File: src/rtl/serial_pattern_tx_if.sv
// Handshake and serial-output bundle between a word source and serial_pattern_tx.
interface serial_pattern_tx_if #(
   parameter int unsigned WIDTH = 8
);
   logic [WIDTH-1:0] data_in;
   logic             valid_in;
   logic             ready_out;
   logic             w;
   logic             busy;
   logic             done;

   modport master (
      output data_in, valid_in,
      input  ready_out, w, busy, done
   );

   modport slave (
      input  data_in, valid_in,
      output ready_out, w, busy, done
   );
endinterface

File: src/rtl/serial_pattern_tx.sv
// MSB-first parallel-to-serial pattern transmitter with forced-low gap and done pulse.
// Define SERIAL_TX_PARITY_EN to append one even-parity bit after the data bits.
module serial_pattern_tx #(
   parameter int unsigned WIDTH = 8,
   parameter int unsigned GAP   = 1
) (
   input  logic               clk,
   input  logic               reset,
   serial_pattern_tx_if.slave tx
);
   localparam int unsigned      CNT_W    = $clog2(WIDTH);
   localparam int unsigned      GAP_W    = 4;
   localparam logic [CNT_W-1:0] BIT_LOAD = CNT_W'(WIDTH - 1);
   localparam logic [GAP_W-1:0] GAP_LOAD = GAP_W'((GAP > 0) ? (GAP - 1) : 0);

   typedef enum logic [1:0] {
      S_IDLE   = 2'd0,
      S_SHIFT  = 2'd1,
      S_GAP    = 2'd2
`ifdef SERIAL_TX_PARITY_EN
      , S_PARITY = 2'd3
`endif
   } state_t;

   localparam state_t S_POST = (GAP > 0) ? S_GAP : S_IDLE;

   state_t           r_state;
   state_t           w_state_nxt;
   logic [WIDTH-1:0] r_shift;
   logic [CNT_W-1:0] r_bit_cnt;
   logic [GAP_W-1:0] r_gap_cnt;
   logic             w_ready;
   logic             w_busy;
   logic             w_done;
`ifdef SERIAL_TX_PARITY_EN
   logic             r_parity;
`endif

   // State register
   always_ff @(posedge clk or negedge reset) begin
      if (!reset) r_state <= S_IDLE;
      else        r_state <= w_state_nxt;
   end

   // Next-state logic
   always_comb begin
      w_state_nxt = r_state;
      case (r_state)
         S_IDLE:   if (tx.valid_in) w_state_nxt = S_SHIFT;
`ifdef SERIAL_TX_PARITY_EN
         S_SHIFT:  if (r_bit_cnt == '0) w_state_nxt = S_PARITY;
         S_PARITY: w_state_nxt = S_POST;
`else
         S_SHIFT:  if (r_bit_cnt == '0) w_state_nxt = S_POST;
`endif
         S_GAP:    if (r_gap_cnt == '0) w_state_nxt = S_IDLE;
         default:  w_state_nxt = S_IDLE;
      endcase
   end

   // Status outputs; done marks the last cycle before returning to IDLE
   always_comb begin
      w_ready = 1'b0;
      w_busy  = 1'b1;
      w_done  = 1'b0;
      if (r_state == S_IDLE) begin
         w_ready = 1'b1;
         w_busy  = 1'b0;
      end else if (w_state_nxt == S_IDLE) begin
         w_done  = 1'b1;
      end
   end

   // Shift register and counters; the MSB of r_shift is the serial bit
   always_ff @(posedge clk or negedge reset) begin
      if (!reset) begin
         r_shift   <= '0;
         r_bit_cnt <= '0;
         r_gap_cnt <= '0;
`ifdef SERIAL_TX_PARITY_EN
         r_parity  <= 1'b0;
`endif
      end else begin
         case (r_state)
            S_IDLE: begin
               if (tx.valid_in) begin
                  r_shift   <= tx.data_in;
                  r_bit_cnt <= BIT_LOAD;
`ifdef SERIAL_TX_PARITY_EN
                  r_parity  <= ^tx.data_in;
`endif
               end
            end
            S_SHIFT: begin
               r_shift <= {r_shift[WIDTH-2:0], 1'b0};
               if (r_bit_cnt != '0) begin
                  r_bit_cnt <= r_bit_cnt - CNT_W'(1);
               end else begin
                  r_gap_cnt <= GAP_LOAD;
`ifdef SERIAL_TX_PARITY_EN
                  r_shift   <= {r_parity, {(WIDTH-1){1'b0}}};
`endif
               end
            end
`ifdef SERIAL_TX_PARITY_EN
            S_PARITY: begin
               r_shift   <= '0;
               r_gap_cnt <= GAP_LOAD;
            end
`endif
            S_GAP: begin
               if (r_gap_cnt != '0) r_gap_cnt <= r_gap_cnt - GAP_W'(1);
            end
            default: ;
         endcase
      end
   end

   assign tx.ready_out = w_ready;
   assign tx.busy      = w_busy;
   assign tx.done      = w_done;
   assign tx.w         = r_shift[WIDTH-1];
endmodule
File: src/flat_wrapper.sv
// flat-port wrapper written by rule: the top's interface ports become plain ports
module serial_pattern_tx_flat 
#(
   parameter int unsigned WIDTH = 8,
   parameter int unsigned GAP   = 1
)
  (clk, reset, tx_data_in, tx_valid_in, tx_ready_out, tx_w, tx_busy, tx_done);
  serial_pattern_tx_if #(.WIDTH(WIDTH)) tx_i ();
  input  logic clk;
  input  logic reset;
  input wire logic [$bits(tx_i.data_in)-1:0] tx_data_in;
  input wire logic [$bits(tx_i.valid_in)-1:0] tx_valid_in;
  output wire logic [$bits(tx_i.ready_out)-1:0] tx_ready_out;
  output wire logic [$bits(tx_i.w)-1:0] tx_w;
  output wire logic [$bits(tx_i.busy)-1:0] tx_busy;
  output wire logic [$bits(tx_i.done)-1:0] tx_done;
  assign tx_i.data_in = tx_data_in;
  assign tx_i.valid_in = tx_valid_in;
  assign tx_ready_out = tx_i.ready_out;
  assign tx_w = tx_i.w;
  assign tx_busy = tx_i.busy;
  assign tx_done = tx_i.done;
  serial_pattern_tx #(.WIDTH(WIDTH), .GAP(GAP)) u_core (.clk(clk), .reset(reset), .tx(tx_i));
endmodule
File: config.mk
export PLATFORM = sky130hd
export DESIGN_NAME = serial_pattern_tx_flat
export DESIGN_NICKNAME = d
export VERILOG_FILES = /design/src/rtl/serial_pattern_tx_if.sv /design/src/rtl/serial_pattern_tx.sv /design/src/flat_wrapper.sv
export SDC_FILE = /design/constraint.sdc
export NUM_CORES = 1
export LEC_CHECK = 0
export ABC_AREA = 1
export BUFFER_PORTS_ARGS = -buffer_cell sky130_fd_sc_hd__buf_2
export CORE_MARGIN = 4
export CORE_UTILIZATION = 35
export DETAILED_ROUTE_END_ITERATION = 12
export HOLD_SLACK_MARGIN = 0.08
export SYNTH_ARGS = -nofsm -noshare
export SYNTH_HDL_FRONTEND = slang
export SYNTH_SLANG_ARGS = --single-unit
File: constraint.sdc
create_clock -name clk -period 1.3 [get_ports clk]
set_input_delay 0.065 -clock clk [delete_from_list [all_inputs] [get_ports clk]]
set_output_delay 0.065 -clock clk [all_outputs]
set_load 0.005 [all_outputs]
==> flow_metrics.env <==
export IMPL_finalSetupViolCount=17
export IMPL_path_max_fanout=6
export IMPL_clk_path_buf_depth=2
export IMPL_r2r_end="u_core.r_state[1]"
export IMPL_dpl_cell_area_mm2=0.00124
export IMPL_grt_antenna_before_repair=0
export IMPL_grt_pass1_vias=915
export IMPL_status="complete, but fails checks"
export IMPL_chipHeight_um=62.0
export IMPL_post_synth_top_area_fraction_pct=41.6
export IMPL_min_to="u_core.r_shift[0]"
export IMPL_coreArea_mm2=0.00278
export IMPL_stdcell_area_mm2=0.00158
export IMPL_wl_per_cell_um=11.2
export IMPL_tightest_slew_ns=0.385
export IMPL_fin_cells=204
export IMPL_grt_max_degree=18
export IMPL_reg2reg_depth=10
export IMPL_cp_data_required_time_ns=1.24
export IMPL_synth_top_area_cell="dfrtp_1"
export IMPL_min_delay_start="tx_valid_in"
export IMPL_grt_pass1_wl_um=3900
export IMPL_timing_rr_start="u_core.r_state[1]"
export IMPL_fin_crit_ns=1.64
export IMPL_setup_worst_path_end_class="output pin"
export IMPL_use_met3_pct=2.48
export IMPL_setup_slack_ns=-0.339
export IMPL_area_delta_synth_final_pct=54.3
export IMPL_num_rows=19
export IMPL_h_tree_depth=1
export IMPL_cp_data_arrival_time_ns=1.57
export IMPL_synth_edff_count=0
export IMPL_drt_total_wl_um=2280
export IMPL_path_clk_slew_ns=0.10
export IMPL_cts_sinks=17
export IMPL_p_clk_share_pct=7.8
export IMPL_num_fill_cells=238
export IMPL_synth_flop_cell="dfrtp_1"
export IMPL_die_area_mm2=0.00385
export IMPL_clock_latency_ns=0.28
export IMPL_ir_drop_mv=1.45
export IMPL_via_per_inst=4.76
export IMPL_p_per_area_mw_per_mm2=2250
export IMPL_hpwlAfterDp_um=1500
export IMPL_synthesis_nets=140
export IMPL_synth_seq_cells=17
export IMPL_cts_root_buf="clkbuf_4"
export IMPL_fmax_ghz=0.610
export IMPL_cts_inserted_buffers=3
export IMPL_cap_violations=0
export IMPL_syn_inst=121
export IMPL_fin_nets=193
export IMPL_whs_path_depth=4
export IMPL_min_path_type="in -> reg"
export IMPL_synth_warnings=0
export IMPL_pre_cts_ws_ns=-0.148
export IMPL_timing_max_transition_violations_final=0
export IMPL_maxSlewHeadroom_pct=74.3
export IMPL_vias=971
export IMPL_antenna_cells=0
export IMPL_startpoint="u_core.r_state[1]"
export IMPL_gp_congestion=0.818
export IMPL_min_period_over_period_pct=126
export IMPL_syn_area_per_cell_um2=8.45
export IMPL_leakagePower_nw=0.775
export IMPL_grtUsageMet2_pct=21.7
export IMPL_io_pins=15
export IMPL_fin_util_pct=56.7
export IMPL_route_antenna_remaining_nets=0
export IMPL_synth_area_leaders="dfrtp_1 42%, nand2_1 12%, ha_1 9.8%"
export IMPL_ys_async_sr_fraction_pct=100
export IMPL_crit_type="reg -> out"
export IMPL_fin_worst_skew_ns=0.00555
export IMPL_met1_usage_pct=18.5
export IMPL_drt_pass1_iterations=4
export IMPL_switching_share_pct=41.1
export IMPL_initial_core_util_pct=36.8
export IMPL_p_switching_w=0.00146
export IMPL_drive_above_1_share_pct=48.6
export IMPL_violations="negative setup slack"
export IMPL_track_usage_pct=13.7
export IMPL_overflow=0
export IMPL_post_route_drc_count=0
export IMPL_p_int_w=0.00209
export IMPL_drt_iter0_drc=18
export IMPL_rsz0062_at_grt="yes"
export IMPL_seq_area_frac_synth_pct=41.6
export IMPL_hold_viol_final=0
export IMPL_cts_tree="yes"
export IMPL_worst_r2r_setup_slack_ns=-0.33
export IMPL_startpoint_type="flip-flop"
export IMPL_netlist_area_mm2=0.00102
export IMPL_synth_cells_most_frequent="33 x nand2_1, 17 x dfrtp_1, 14 x inv_1, 9 x o21ai_1, 8 x ha_1"
export IMPL_power_frac_comb_pct=67.0
export IMPL_place_inst=180
export IMPL_busiest_layer="met2"
export IMPL_die_width_um=62.0
export IMPL_port_buffers=14
export IMPL_yosysMostFrequentCell="nand2_1"
export IMPL_yosysUniqueCellTypes=22
export IMPL_seq_power_share_pct=25.2
==> registers in the layout, summed over array words and instances (netlist names) <==
name,cells
u_core.r_gap_cnt,4
u_core.r_shift,8
u_core.r_state,2
u_core.r_bit_cnt,3
==> timing repair <==
item                                    CTS  global route
gates resized for setup                  24            12
cloned                                    1             0
pin swaps                                 4             9
hold buffers                              9             0
endpoints found under the setup margin   17            18
buffers inserted                          8             2
endpoints found under the hold margin    25             0
==> per-layer routing <==
metal / vias to the layer above / routed length, um
met1: 465 / 1040
met2: 8 / 1170
met5: - / 0
li1: 494 / -
met3: 4 / 42
met4: 0 / 28
==> power by group through the flow <==
stage	logic (W)	clock network (W)	registers [W]
final	0.00238	0.000277	0.000894
after global routing	0.00266	0.000318	0.000923
after CTS	0.00223	0.000301	0.000890
after detailed placement	0.00172	0	0.000877
after global placement	0.00168	0	0.000868
after floorplan	0.00117	0	0.000861
==> cells in the final DEF (no fill, tap or decap), drive strengths merged <==
| cell | Yosys | layout |
|---|---|---|
| nand4 | 1 | 1 |
| nand3 | 7 | 7 |
| inv | 17 | 17 |
| ha | 8 | 8 |
| clkbuf | 0 | 4 |
| dfrtp | 17 | 17 |
| buf | 3 | 42 |
| a21boi | 1 | 1 |
| xor2 | 2 | 2 |
| o21bai | 1 | 1 |
| a21oi | 3 | 3 |
| nor2 | 9 | 9 |
| a31oi | 7 | 7 |
| dlygate4sd3 | 0 | 9 |
| nand2 | 36 | 36 |
| o21ai | 9 | 9 |
==> worst max-delay path, cell delays in order (launching register included) <==
cell and delay (ns):
dfrtp_1 0.40, inv_2 0.12, ha_4 0.19, nand3_2 0.09, a21oi_1 0.17, nand2_2 0.08
nand2_2 0.08, nor2_2 0.04, buf_2 0.12
==> cell families (layout without fill, tap and decap cells) <==
group	Yosys count	after routing	synth area share (%)
adders and majority gates	8	8	9.79
AOI/OAI and AO/OA	21	21	14.1
buffers and inverters	20	72	9.79
and+or+nand+nor	53	53	23.0
DFF	17	17	41.6
xor gates and xnor gates	2	2	1.71
==> metrics by stage <==
stage	power, W	hold WS, ns	TNS (ns)
after floorplan	0.00203	-0.231	0
after CTS	0.00342	0.0957	-1.53
after detailed placement	0.00260	0.0111	-1.61
after global placement	0.00255	0.00984	-1.12
final	0.00355	0.118	-1.98
after global routing	0.00390	0.144	-3.13
==> how the worst max path moves through the flow <==
stage | to | slack, ns | cells past startpoint
finish | tx_done | -0.34 | 8
floorplan | u_core.r_bit_cnt[0] | 0.01 | 8
global route | tx_done | -0.44 | 8
global placement | tx_done | -0.13 | 10
CTS | tx_done | -0.32 | 6
detailed placement | tx_done | -0.15 | 10
==> cell type report <==
cell class              count  area (um^2)  share of cell area [%]
repair buffers             51          414                    26.2
well taps                  31         38.8                    2.46
inverters                  17         63.8                    4.04
flip-flops and latches     17          425                    27.0
clock buffers               4         26.3                    1.67
multi-input cells          84          609                    38.6
Note: power is estimated with default switching activity, not from simulation.
